===== src/rtl/pim_sched_pkg.sv =====
// -----------------------------------------------------------------------------
// pim_sched_pkg
// Shared types and constants for the PIM vec-mat scheduler.
//   ADDR_W / RES_W : PIM address and result widths. They live here, not as
//                    module parameters, because the result-entry struct and the
//                    tag struct are shared by the top and the result FIFO.
//   NUM_ADDR       : size of the PIM address space (addresses wrap modulo this).
//   state_t        : scheduler FSM states.
//   res_entry_t    : one buffered result {data, addr, last}.
//   tag_t          : one tag-pipe stage {valid, addr, last}.
// -----------------------------------------------------------------------------
package pim_sched_pkg;

    localparam int ADDR_W   = 5;
    localparam int RES_W    = 18;
    localparam int NUM_ADDR = 1 << ADDR_W;

    typedef enum logic [1:0] {
        S_IDLE,
        S_ISSUE,
        S_DRAIN
    } state_t;

    typedef struct packed {
        logic [RES_W-1:0]  data;
        logic [ADDR_W-1:0] addr;
        logic              last;
    } res_entry_t;

    typedef struct packed {
        logic              valid;
        logic [ADDR_W-1:0] addr;
        logic              last;
    } tag_t;

endpackage


===== src/rtl/pim_res_fifo.sv =====
// -----------------------------------------------------------------------------
// pim_res_fifo
// Synchronous FIFO holding array results until the consumer takes them.
// A push and a pop in the same cycle are both honoured, also when full.
// Ports:
//   clk, reset     clock, asynchronous active-low reset
//   push, wr_data  write request and data
//   pop            read request (ignored when empty)
//   rd_data        head entry (only meaningful when !empty)
//   full, empty    occupancy flags
//   count          number of stored entries, 0..DEPTH
// -----------------------------------------------------------------------------
module pim_res_fifo #(
    parameter int WIDTH = 8,
    parameter int DEPTH = 4
) (
    input  logic                       clk,
    input  logic                       reset,
    input  logic                       push,
    input  logic [WIDTH-1:0]           wr_data,
    input  logic                       pop,
    output logic [WIDTH-1:0]           rd_data,
    output logic                       full,
    output logic                       empty,
    output logic [$clog2(DEPTH+1)-1:0] count
);

    localparam int PTR_W = (DEPTH > 1) ? $clog2(DEPTH) : 1;
    localparam int CNT_W = $clog2(DEPTH + 1);

    logic [WIDTH-1:0] mem [DEPTH];
    logic [PTR_W-1:0] wr_ptr;
    logic [PTR_W-1:0] rd_ptr;
    logic             do_push;
    logic             do_pop;

    assign full    = (count == CNT_W'(DEPTH));
    assign empty   = (count == '0);
    assign do_pop  = pop && !empty;
    // A pop in the same cycle frees the slot the push needs.
    assign do_push = push && (!full || do_pop);
    assign rd_data = mem[rd_ptr];

    // NOTE: sequential state uses non-blocking assignments so every register
    // samples the pre-edge value of the others.
    always_ff @(posedge clk or negedge reset) begin
        if (!reset) begin
            wr_ptr <= '0;
            rd_ptr <= '0;
            count  <= '0;
        end else begin
            if (do_push) wr_ptr <= wr_ptr + 1'b1;
            if (do_pop)  rd_ptr <= rd_ptr + 1'b1;
            count <= count + CNT_W'(do_push) - CNT_W'(do_pop);
        end
    end

    // NOTE: storage is deliberately not reset; an entry is only ever read
    // after it was written, and the top masks the head while empty.
    always_ff @(posedge clk) begin
        if (do_push) mem[wr_ptr] <= wr_data;
    end

endmodule


===== src/rtl/pim_vecmat_sched.sv =====
// -----------------------------------------------------------------------------
// pim_vecmat_sched
// Sequencer for a 32-lane bit-sliced PIM vec-mat array. Accepts a job
// (vector + address range), holds the vector stable, sweeps the array address
// one per cycle while buffer credit allows, tags each issue, captures the
// array result PIM_LAT cycles later and streams results out with valid/ready.
// Optional feature macro: PIM_SCHED_PERF_EN adds perf_busy_cyc/perf_stall_cyc.
// Ports:
//   clk, reset                  clock, asynchronous active-low reset
//   req_valid/req_ready         job handshake (ready only in IDLE)
//   req_vector/base/count       job vector, first address, address count
//   pim_vector/addr/compute     array drive (registered)
//   pim_data                    array result, valid PIM_LAT cycles after issue
//   res_valid/ready/data/addr/last  result stream
//   busy                        job in progress
//   perf_busy_cyc/perf_stall_cyc   saturating counters (PIM_SCHED_PERF_EN only)
// -----------------------------------------------------------------------------
module pim_vecmat_sched
    import pim_sched_pkg::*;
#(
    parameter int VEC_W      = 512,
    parameter int PIM_LAT    = 2,
    parameter int FIFO_DEPTH = 4
) (
    input  logic              clk,
    input  logic              reset,
    input  logic              req_valid,
    output logic              req_ready,
    input  logic [VEC_W-1:0]  req_vector,
    input  logic [ADDR_W-1:0] req_base,
    input  logic [ADDR_W:0]   req_count,
    output logic [VEC_W-1:0]  pim_vector,
    output logic [ADDR_W-1:0] pim_addr,
    output logic              pim_compute,
    input  logic [RES_W-1:0]  pim_data,
    output logic              res_valid,
    input  logic              res_ready,
    output logic [RES_W-1:0]  res_data,
    output logic [ADDR_W-1:0] res_addr,
    output logic              res_last,
    output logic              busy
`ifdef PIM_SCHED_PERF_EN
    ,
    output logic [31:0]       perf_busy_cyc,
    output logic [31:0]       perf_stall_cyc
`endif
);

    localparam int CNT_W = $clog2(FIFO_DEPTH + 1);

    state_t            state;
    logic [ADDR_W-1:0] base_q;
    logic [ADDR_W:0]   count_q;
    logic [ADDR_W:0]   issued_q;
    logic [ADDR_W:0]   issued_nxt;
    logic              issue_last;
    logic [CNT_W-1:0]  inflight;
    tag_t              tag_pipe [PIM_LAT];
    tag_t              tag_out;

    logic              fifo_full;
    logic              fifo_empty;
    logic              fifo_push;
    logic              fifo_pop;
    logic [CNT_W-1:0]  fifo_count;
    res_entry_t        push_entry;
    res_entry_t        head_entry;
    res_entry_t        out_entry;

    logic              credit_ok;
    logic              do_issue;

    assign issued_nxt = issued_q + 1'b1;

    // Every issue reserves a FIFO slot until its result is pushed, so the
    // array can never deliver a result with nowhere to put it.
    assign credit_ok = (int'(fifo_count) + int'(inflight)) < FIFO_DEPTH;
    assign do_issue  = (state == S_ISSUE) && credit_ok && !fifo_full;

    assign req_ready = (state == S_IDLE);
    assign busy      = (state != S_IDLE);

    // ---------------------------------------------------------------- FSM
    always_ff @(posedge clk or negedge reset) begin
        if (!reset) begin
            state       <= S_IDLE;
            pim_vector  <= '0;
            pim_addr    <= '0;
            pim_compute <= 1'b0;
            issue_last  <= 1'b0;
            base_q      <= '0;
            count_q     <= '0;
            issued_q    <= '0;
        end else begin
            pim_compute <= 1'b0;
            issue_last  <= 1'b0;
            unique case (state)
                S_IDLE: begin
                    if (req_valid) begin
                        pim_vector <= req_vector;
                        base_q     <= req_base;
                        count_q    <= req_count;
                        issued_q   <= '0;
                        state      <= (req_count == '0) ? S_DRAIN : S_ISSUE;
                    end
                end
                S_ISSUE: begin
                    if (do_issue) begin
                        pim_compute <= 1'b1;
                        pim_addr    <= ADDR_W'((int'(base_q) + int'(issued_q)) % NUM_ADDR);
                        issue_last  <= (issued_nxt == count_q);
                        issued_q    <= issued_nxt;
                        if (issued_nxt == count_q) state <= S_DRAIN;
                    end
                end
                S_DRAIN: begin
                    // inflight reaches zero only once the last result is in the FIFO.
                    if (inflight == '0) state <= S_IDLE;
                end
                default: state <= S_IDLE;
            endcase
        end
    end

    // ------------------------------------------- tag pipe and in-flight count
    // Stage 0 captures the registered issue, so the last stage lines up with
    // pim_data exactly PIM_LAT cycles after pim_compute was high.
    assign tag_out = tag_pipe[PIM_LAT-1];

    always_ff @(posedge clk or negedge reset) begin
        if (!reset) begin
            inflight <= '0;
            for (int i = 0; i < PIM_LAT; i++) tag_pipe[i] <= '0;
        end else begin
            inflight    <= inflight + CNT_W'(do_issue) - CNT_W'(tag_out.valid);
            tag_pipe[0] <= '{valid: pim_compute, addr: pim_addr, last: issue_last};
            for (int i = 1; i < PIM_LAT; i++) tag_pipe[i] <= tag_pipe[i-1];
        end
    end

    // ------------------------------------------------------- result buffer
    assign fifo_push  = tag_out.valid;
    assign push_entry = '{data: pim_data, addr: tag_out.addr, last: tag_out.last};
    assign res_valid  = !fifo_empty;
    assign fifo_pop   = res_valid && res_ready;

    pim_res_fifo #(
        .WIDTH($bits(res_entry_t)),
        .DEPTH(FIFO_DEPTH)
    ) u_res_fifo (
        .clk    (clk),
        .reset  (reset),
        .push   (fifo_push),
        .wr_data(push_entry),
        .pop    (fifo_pop),
        .rd_data(head_entry),
        .full   (fifo_full),
        .empty  (fifo_empty),
        .count  (fifo_count)
    );

    always_comb begin
        // NOTE: assign a default first so no path leaves out_entry unassigned
        // (otherwise a latch is inferred).
        out_entry = '0;
        if (!fifo_empty) out_entry = head_entry;
    end

    assign res_data = out_entry.data;
    assign res_addr = out_entry.addr;
    assign res_last = out_entry.last;

`ifdef PIM_SCHED_PERF_EN
    // ------------------------------------------------ saturating perf counters
    always_ff @(posedge clk or negedge reset) begin
        if (!reset) begin
            perf_busy_cyc  <= '0;
            perf_stall_cyc <= '0;
        end else begin
            if (busy && (perf_busy_cyc != '1))
                perf_busy_cyc <= perf_busy_cyc + 1'b1;
            if ((state == S_ISSUE) && !credit_ok && (perf_stall_cyc != '1))
                perf_stall_cyc <= perf_stall_cyc + 1'b1;
        end
    end
`endif

endmodule


===== config.mk =====
export PLATFORM = sky130hd
export DESIGN_NAME = pim_vecmat_sched
export DESIGN_NICKNAME = d
export VERILOG_FILES = /design/src/rtl/pim_sched_pkg.sv /design/src/rtl/pim_res_fifo.sv /design/src/rtl/pim_vecmat_sched.sv
export SDC_FILE = /design/constraint.sdc
export NUM_CORES = 1
export LEC_CHECK = 0
export CAP_MARGIN = 40
export CORE_AREA = 2 2 418 420
export DETAILED_ROUTE_END_ITERATION = 8
export DIE_AREA = 0 0 420 422
export HOLD_SLACK_MARGIN = 0.03
export PLACE_DENSITY = 0.36
export SYNTH_ARGS = -nofsm -noshare
export SYNTH_HDL_FRONTEND = slang
export SYNTH_SLANG_ARGS = --single-unit

===== constraint.sdc =====
create_clock -name clk -period 2.7 [get_ports clk]
set_input_delay 0.54 -clock clk [delete_from_list [all_inputs] [get_ports clk]]
set_output_delay 0.54 -clock clk [all_outputs]
set_load 0.05 [all_outputs]

# After elaboration in Yosys (flattened, before gate mapping)
# Memories as Yosys holds them, arrays and structs flattened.
# Cells that the tools add are included.
# word_totals
output_inout_bits	545
word_cells	71
ramBits	96
regBits	562
n_memories	1
inputBits	545
# mem_list
name	depth	word_bits	rd	rd_clocked_by_memory_dff	wr	line_no	text
u_res_fifo.mem	4	24	1	0	1	pim_res_fifo.sv:31	logic [WIDTH-1:0] mem [DEPTH];
# classes
muxes	16
reduce_logical	18
n_eq_ne	8
n_lt_le_gt_ge	1
addsub	9
# op_table
op	n
two-way mux 24 bit	1
two-way mux 6 bit	2
case mux 6 bit (2 select lines)	1
two-way mux 2 bit	5
adder 3 x 1 -> 3 bit	2
adder 6 x 1 -> 6 bit, second input constant	1
equality test 6 bit	1
zero test 3 bit	2
zero test 6 bit	1
two-way mux 1 bit	6
!= test 2 bit, second input constant	3
case mux 2 bit (3 select lines)	1
subtractor 3 x 1 -> 3 bit	2
adder 5 bit	1
logical AND 1 bit	5
adder 2 x 1 -> 2 bit, second input constant	2
adder 3 x 3 -> 4 bit	1
< comparator 4 x 3 -> 1 bit, second input constant	1
AND reduction 2 bit	2
AND reduction 4 bit	1
nonzero test 2 bit	2
equality test 3 bit, second input constant	1
AND reduction 3 bit	1
equality test 2 x 1 -> 1 bit, second input constant	1
other kinds (5)	6

# Longest topological paths before layout
# Gate-level depths: netlist of run 1.
# depth
ltp_word	8
mapped_depth	10
mapped_depth_nobuf	8

# Cells and area by module
# A second synthesis of run 1 with hierarchy kept.
# hier_totals
hier_cells	2524
area_unflattened_um2	24980.2
# modules_own_cells
mod	instances	area_per_inst_um2	seq_area_each_um2	cells_per_inst
pim_vecmat_sched	1	21080.2	13888.3	2363
pim_res_fifo	1	3900.0	3057.9	161

# Worst setup path after synthesis of run 1
# Ideal clock, no wire load.
# synth_timing
path_kind	reg2reg
startpoint	register inflight[2]
endpoint	register inflight[2]
setup_time_ns	0.123
setup_slack_ns	0.356
required_time_ns	2.577
synth_period_minus_slack_ns	2.344
path_stages_with_launch	11
arrival_time_ns	2.221
n_path_buf	2
path_cell_list	dfrtp_1 -> ha_1 -> nor3_1 -> nand4_1 -> buf_2 -> buf_2 -> xnor2_1 -> ha_1 -> fa_1 -> xnor2_1 -> xnor2_1
# synth_via
elab_chain_cells	6
# synth_rtl
item	line_no	text
from (decl)	pim_vecmat_sched.sv:57	logic [CNT_W-1:0] inflight;
from (signal assigned)	pim_vecmat_sched.sv:135	inflight <= inflight + CNT_W'(do_issue) - CNT_W'(tag_out.valid);
adder 3 x 3 -> 4 bit	pim_vecmat_sched.sv:77	assign credit_ok = (int'(fifo_count) + int'(inflight)) < FIFO_DEPTH;
< comparator 4 x 3 -> 1 bit	pim_vecmat_sched.sv:77	
logical AND 1 bit (2 in series)	pim_vecmat_sched.sv:78	assign do_issue = (state == S_ISSUE) && credit_ok && !fifo_full;
adder 3 x 1 -> 3 bit (*)	pim_vecmat_sched.sv:135	
subtractor 3 x 1 -> 3 bit (*)	pim_vecmat_sched.sv:135	
# Every way passes the cells marked *; elsewhere a longest branch is shown, timed or not.
# A chain may end at the register's enable or synchronous reset.

# Worst setup path in the final report of run 1
# layout_timing
startpoint	register u_res_fifo.rd_ptr[0]
endpoint	output port res_data[15]
# layout_via
elab_chain_cells	2
# layout_rtl
item	line_no	text
from (decl)	pim_res_fifo.sv:33	logic [PTR_W-1:0] rd_ptr;
from (signal assigned)	pim_res_fifo.sv:53	if (do_pop) rd_ptr <= rd_ptr + 1'b1;
memory read (4 x 24 bit)	n/a	
two-way mux 24 bit	pim_vecmat_sched.sv:166	if (!fifo_empty) out_entry = head_entry;
to (decl)	pim_vecmat_sched.sv:38	output logic [RES_W-1:0] res_data,
# Every way passes these cells.

==> reports/summary.txt, run 1 <==
run status: finished with violations
failing checks: negative setup slack
mux cell area share after synthesis: 2.17%
Worst-Skew Late Latency: 0.69 ns
number of port buffers: 1,089
RSZ-0062 raised after global routing: yes
critical path peak fanout: 5
Area growth syn-to-layout: 69.2%
reg2reg start: inflight[2]$_DFF_PN0_
post-synthesis compound-gate area fraction: 0.632%
Post-Synth Simple-Gate Area: 25.2%
register area share after synthesis: 67.9%
hold_ws: 0.350 ns
core area: 173,000 µm²
largest net degree at the start of global routing: 83
most frequent cell after synthesis: nand2_1
ys async rst share: 85.4%
Worst setup EP type: output port
Rel. slew slack: 51.3%
die width: 420 µm
Final HPWL DP: 93,700 µm
utilization after layout: 24.4%
net count after synthesis: 3,090
pre-CTS WS: 0.225 ns
Avg Cell Area, Syn: 9.87 µm²
# setup viols final: 21
worst hold start: tag_pipe[7]$_DFF_PN0_
Worst Slack Setup Final: -0.0524 ns
shortest period the worst path allows: 2.75 ns
leading area contributor after synthesis: dfrtp_1
Antenna Nets Post-Route: 0
Post-Synth Adder-Cell Area: 0.943%
fmax: 363 MHz
pwr dens: 1460 nW/µm²
worst hold path depth: 0
CTS H-tree lvls: 3
top post-synthesis cells by area: dfrtp_1, nand2_1, edfxtp_1
Critical R2R Capture: inflight[2]$_DFF_PN0_
Hold Crit Class: reg -> reg
vias in the first global route: 21.9k
clock skew: 0.0226 ns
max capacitance violation total: 0
Root Buffer: clkbuf_16
routability-driven placement congestion ratio: 0.861
Tightest Pin Transition: 0.728 ns
maximum VDD drop: 0.625 mV
largest family of logic cells by synthesized area: simple AND/OR/NAND/NOR gates
Final Instance Area: 42,200 µm²
# rows: 153
Synth cell types: 35
Crit Path Class: reg -> out
prevailing post-synth register cell: dfrtp_1
share of cells above drive strength 1: 8.07%
total gr overflow: 0
reg2reg path depth: 8
gate count of the mapped netlist: 2,528
Final Hold Viols: 0
Static Leak: 19.3 nW
Post-synth EDFFs: 96
die area: 177,000 µm²
crit path launch type: flip-flop
antenna violations before repair: 42
CTS tree: done
First DRT Iteration DRCs: 1,084
DRC errors left: 0
starting density of the core: 14.4%
GRT Util Overall: 13.5%
Reg clk slew, reported paths: 0.06 ns
Filler cells: 18.8k
Slew Limit Fails: 0
WP data required: 2.16 ns
yosys warns: 0
Die H: 422 µm
TritonCTS buffer count: 86
WL/cell: 20.2 µm
Ports: 1,090
Max Root-Sink Buffers: 3
hold worst-path end: push_entry[0]$_DFF_PN0_
global-route wire length before repair: 170,000 µm
most common library cells after synthesis: nand2_1, dfrtp_1, edfxtp_1, clkbuf_1, buf_2
flop2flop setup slack: 0.43 ns
placed cell area: 39,100 µm²
Design Power: 0.0617 W
WL final: 122,000 µm
FF+latch count, synth: 658
clk sinks: 658
xor/xnor share of the synthesized area: 0.702%
mapped cell area: 24,900 µm²
Final nets: 4,226
1st-pass router iterations: 5
Synth top area share: 56.4%
CP arrival: 2.21 ns
routed vias/inst: 3.49
final period utilization: 102%
routed vias: 21.2k
==> cell usage in the layout, fill, tap and decap left out, drive strengths merged, types with 5 or more instances in the layout <==
cell / synthesis / final
nand2: 1583 / 1583
clkdlybuf4s50: 0 / 1042
dfrtp: 562 / 562
clkbuf: 77 / 128
buf: 50 / 122
edfxtp: 96 / 96
and2: 32 / 32
mux4: 24 / 24
clkinv: 0 / 17
inv: 15 / 16
ha: 14 / 14
diode: 0 / 13
xnor2: 13 / 13
o21ai: 12 / 12
dlygate4sd2: 0 / 8
xor2: 7 / 7
bufinv: 0 / 6
a21oi: 5 / 5
nor2: 5 / 5
nand3: 5 / 5
==> registers in the layout, indices dropped and copies added (netlist names), 2 cells and up <==
signal / count
base_q: 5
count_q: 6
inflight: 3
issued_q: 6
pim_addr: 5
pim_vector: 512
push_entry: 6
state: 2
tag_pipe: 7
u_res_fifo.count: 3
u_res_fifo.mem: 96
u_res_fifo.rd_ptr: 2
u_res_fifo.wr_ptr: 2
==> worst max path at each step <==
stage | start | to | cells after the start
6_report | u_res_fifo.rd_ptr[0]$_DFFE_PN0P_ | res_data[15] | 5
5_1_grt | u_res_fifo.rd_ptr[0]$_DFFE_PN0P_ | res_data[3] | 5
4_1_cts | u_res_fifo.rd_ptr[0]$_DFFE_PN0P_ | res_addr[3] | 4
3_5_place_dp | res_ready | u_res_fifo.count[2]$_DFF_PN0_ | 5
3_3_place_gp | res_ready | u_res_fifo.count[2]$_DFF_PN0_ | 5
2_1_floorplan | inflight[2]$_DFF_PN0_ | inflight[2]$_DFF_PN0_ | 10
==> worst max-delay path, stage by stage (launching register included) <==
cell	delay [ns]
dfrtp_2	0.40
buf_12	0.14
clkbuf_16	0.16
mux4_2	0.49
and2_4	0.18
buf_6	0.15
==> routing by layer <==
layer | track usage (%) | up-vias | part of all wire, %
met5 | 0 | - | 0.24
met4 | 5.03 | 48 | 3.1
met2 | 23.2 | 617 | 51
met1 | 15.4 | 10200 | 39
met3 | 4.48 | 185 | 7.0
li1 | - | 10100 | -
==> through the flow <==
stage	setup TNS, ns	instances
detailed placement	0	5894
global route	-3.61	6063
CTS	-3.44	6050
global placement	0	5894
floorplan	0	2528
finish	-0.540	6067
==> area by class of cell <==
type	instances	area [µm²]	share of cell area, %
Sequential cell	658	16900	40.1
Timing Repair Buffer	1175	12000	28.4
Multi-Input combinational cell	1728	7470	17.7
Tap cell	2325	2910	6.89
Clock buffer	126	2520	5.96
Clock inverter	27	315	0.747
Inverter	15	56.3	0.133
Antenna cell	13	32.5	0.0770
==> cell families after synthesis <==
group                      count (synthesis)
adders and majority gates                 17
xor gates and xnor gates                  20
and+or+nand+nor                         1641
buffers and inverters                    142
muxes                                     24
AOI/OAI and AO/OA                         26
DFF                                      658
==> report_power, final <==
| group | switching, W | internal [W] | total (W) |
|---|---|---|---|
| logic | 0.0228 | 0.0105 | 0.0334 |
| registers | 0.00247 | 0.0142 | 0.0166 |
| clock network | 0.00468 | 0.00700 | 0.0117 |
==> timing repair <==
item / in CTS / in global routing
gates resized for setup: 48 / 5
hold buffers: 1 / 0
endpoints found under the hold margin: 24 / 0
setup buffers: 2 / 1
endpoints found under the setup margin: 32 / 24
pin swaps: 0 / 0
gates cloned: 0 / 3
No activity file was read; power rests on OpenSTA's default activity.
==> run 2, diff against run 1 <==
--- a/config.mk
+++ b/config.mk
@@ -6,11 +6,12 @@
 export NUM_CORES = 1
 export LEC_CHECK = 0
 export CAP_MARGIN = 40
-export CORE_AREA = 2 2 418 420
+export CORE_AREA = 2 2 429 431
 export DETAILED_ROUTE_END_ITERATION = 8
-export DIE_AREA = 0 0 420 422
+export DIE_AREA = 0 0 431 433
+export DONT_BUFFER_PORTS = 1
 export HOLD_SLACK_MARGIN = 0.03
-export PLACE_DENSITY = 0.36
+export PLACE_DENSITY = 0.3
 export SYNTH_ARGS = -nofsm -noshare
 export SYNTH_HDL_FRONTEND = slang
 export SYNTH_SLANG_ARGS = --single-unit
==> run 2 against run 1 <==
The run ends with negative hold slack, negative setup slack left. Register-to-register slack got worse by 0.04 ns. Clock-buffer cell count is 4 lower. Critical path depth shrank 1. Worst setup slack improved by 0.00097 ns. Via count shrank 8.3%. Hold slack lost 0.81 ns. Sequential cell count is the same. Combinational power down 66%.
==> reports/summary.txt, run 2 (synthesis results as in run 1) <==
run status: finished with violations
failing checks: negative hold slack, negative setup slack
global-route wire length before repair: 153,000 µm
Max Root-Sink Buffers: 3
die area: 187,000 µm²
WP data required: 2.16 ns
WL/cell: 19.9 µm
pwr dens: 1470 nW/µm²
Tightest Pin Transition: 0.965 ns
critical path peak fanout: 7
crit-path max cell delay: 0.52 ns
Final HPWL DP: 81,600 µm
# placed instances: 4,859
Area growth syn-to-layout: 47.3%
Crit Path Class: reg -> out
TritonCTS buffer count: 88
crit-path leading delay family: multiplexers
CP cell instances: buf_12, mux4_2, and2_4, buf_6
Worst setup EP type: output port
hold_ws: -0.465 ns
GRT Util Overall: 11.3%
Worst-Skew Late Latency: 0.70 ns
shortest period the worst path allows: 2.75 ns
die width: 431 µm
Root Buffer: clkbuf_16
1st-pass router iterations: 5
Worst Slack Setup Final: -0.0514 ns
Rel. slew slack: 35.7%
CTS H-tree lvls: 3
Final nets: 3,659
crit path launch type: flip-flop
top flop regs: pim_vector: 512 flops, u_res_fifo.mem: 96 flops, tag_pipe: 7 flops
starting density of the core: 13.7%
CP arrival: 2.21 ns
routed vias/inst: 3.48
First DRT Iteration DRCs: 1,042
Design Power: 0.0542 W
final cell count without fillers: 5,567
Die H: 433 µm
number of flip-flops in the largest register: 512
Static Leak: 17.2 nW
# rows: 157
clk sinks: 658
Slew Limit Fails: 0
# setup viols final: 21
routability-driven placement congestion ratio: 0.826
clock skew: 0.0301 ns
slowest stage cell, crit path: mux4_2
DRC errors left: 0
antenna violations before repair: 21
largest register by flop count: pim_vector
Buf+Inv Stages, Crit Path: 2
fmax: 363 MHz
share of cells above drive strength 1: 8.43%
max capacitance violation total: 0
total gr overflow: 0
CTS tree: done
core area: 182,000 µm²
routed vias: 19.4k
Ports: 1,090
maximum VDD drop: 0.682 mV
vias in the first global route: 20.2k
Fin Setup TNS: -0.478 ns
Antenna Nets Post-Route: 0
Reg clk slew, reported paths: 0.06 ns
Hold Crit Class: in -> async
WL final: 111,000 µm
most frequent cells in the layout: nand2_1, dfrtp_1, dlygate4sd3_1, edfxtp_1, clkbuf_16
number of port buffers: 0
largest net degree at the start of global routing: 563
most common cell after layout, fill and taps aside: nand2_1
Final Hold Viols: 261
final period utilization: 102%
RSZ-0062 raised after global routing: yes
[run 2: cell count changes in the layout (fill, tap and decap cells not counted), sizes merged, moves of 2 or more]
cell	delta
buf	-41
clkbuf	-6
clkdlybuf4s50	-1042
clkinv	+8
clkinvlp	+2
diode	+3
dlygate4sd2	-8
dlygate4sd3	+524
[run 2: path summary, 6_finish.rpt]
| kind | startpoint | endpoint | slack [ns] | cells after the start |
|---|---|---|---|---|
| hold / removal | reset | pim_vector[503]$_DFFE_PN0P_ | -0.46 | 0 |
| max in group asynchronous | reset | pim_vector[241]$_DFFE_PN0P_ | 1.40 | 2 |
| setup / recovery | u_res_fifo.rd_ptr[0]$_DFFE_PN0P_ | res_data[12] | -0.05 | 4 |
| setup reg to reg | inflight[2]$_DFF_PN0_ | inflight[2]$_DFF_PN0_ | 0.39 | 8 |
| min in group clk | req_vector[190] | pim_vector[190]$_DFFE_PN0P_ | 0.12 | 2 |
| hold reg to reg | tag_pipe[8]$_DFF_PN0_ | push_entry[1]$_DFF_PN0_ | 0.35 | 0 |
[run 2: stage by stage]
step / util [%] / cell area [µm²] / hold slack [ns] / setup WS (ns)
after detailed placement: 15.5 / 28200 / 0.258 / 0.393
final: 20.2 / 36800 / -0.465 / -0.0514
after global routing: 20.2 / 36700 / -0.538 / -0.174
after floorplan: - / 24900 / 0.244 / 0.356
after global placement: 15.5 / 28200 / 0.258 / 0.349
after CTS: 20.1 / 36500 / -0.560 / -0.206
[run 2: final cells by class]
class / count / area, µm²
diodes: 16 / 40.0
well taps: 2385 / 2980
inverters: 15 / 56.3
repair buffers: 606 / 6290
multi-input cells: 1728 / 7480
flip-flops and latches: 658 / 17000
fillers: 19900 / 145000
clock inverters: 37 / 443
clock buffers: 122 / 2500
[run 2: report_power, final]
group / internal [W] / switching (W)
sequential: 0.0139 / 0.0172
combinational: 0.00443 / 0.00674
clock: 0.00714 / 0.00481
[run 2: worst reg2reg max path: stages (launching register included)]
cell and delay [ns]:
dfrtp_1 0.42, ha_1 0.31, nor3_1 0.19, nand4_1 0.24, xnor2_1 0.19, ha_1 0.19, fa_1 0.38, xnor2_1 0.19
xnor2_1 0.13
[run 2: per-layer routing]
| layer | track usage [%] | share of wire (%) | vias to the layer above |
|---|---|---|---|
| li1 | - | - | 8987 |
| met1 | 14.2 | 42 | 9615 |
| met2 | 18.7 | 49 | 634 |
| met3 | 2.90 | 6.2 | 148 |
| met4 | 4.10 | 2.8 | 10 |
| met5 | 0 | 0.058 | - |
[run 2: what timing repair did]
| item | in CTS | in global routing |
|---|---|---|
| hold buffers | 525 | 1 |
| setup buffers | 4 | 0 |
| hold endpoints to repair | 1141 | 318 |
| resized for setup | 23 | 31 |
| setup endpoints to repair | 24 | 24 |
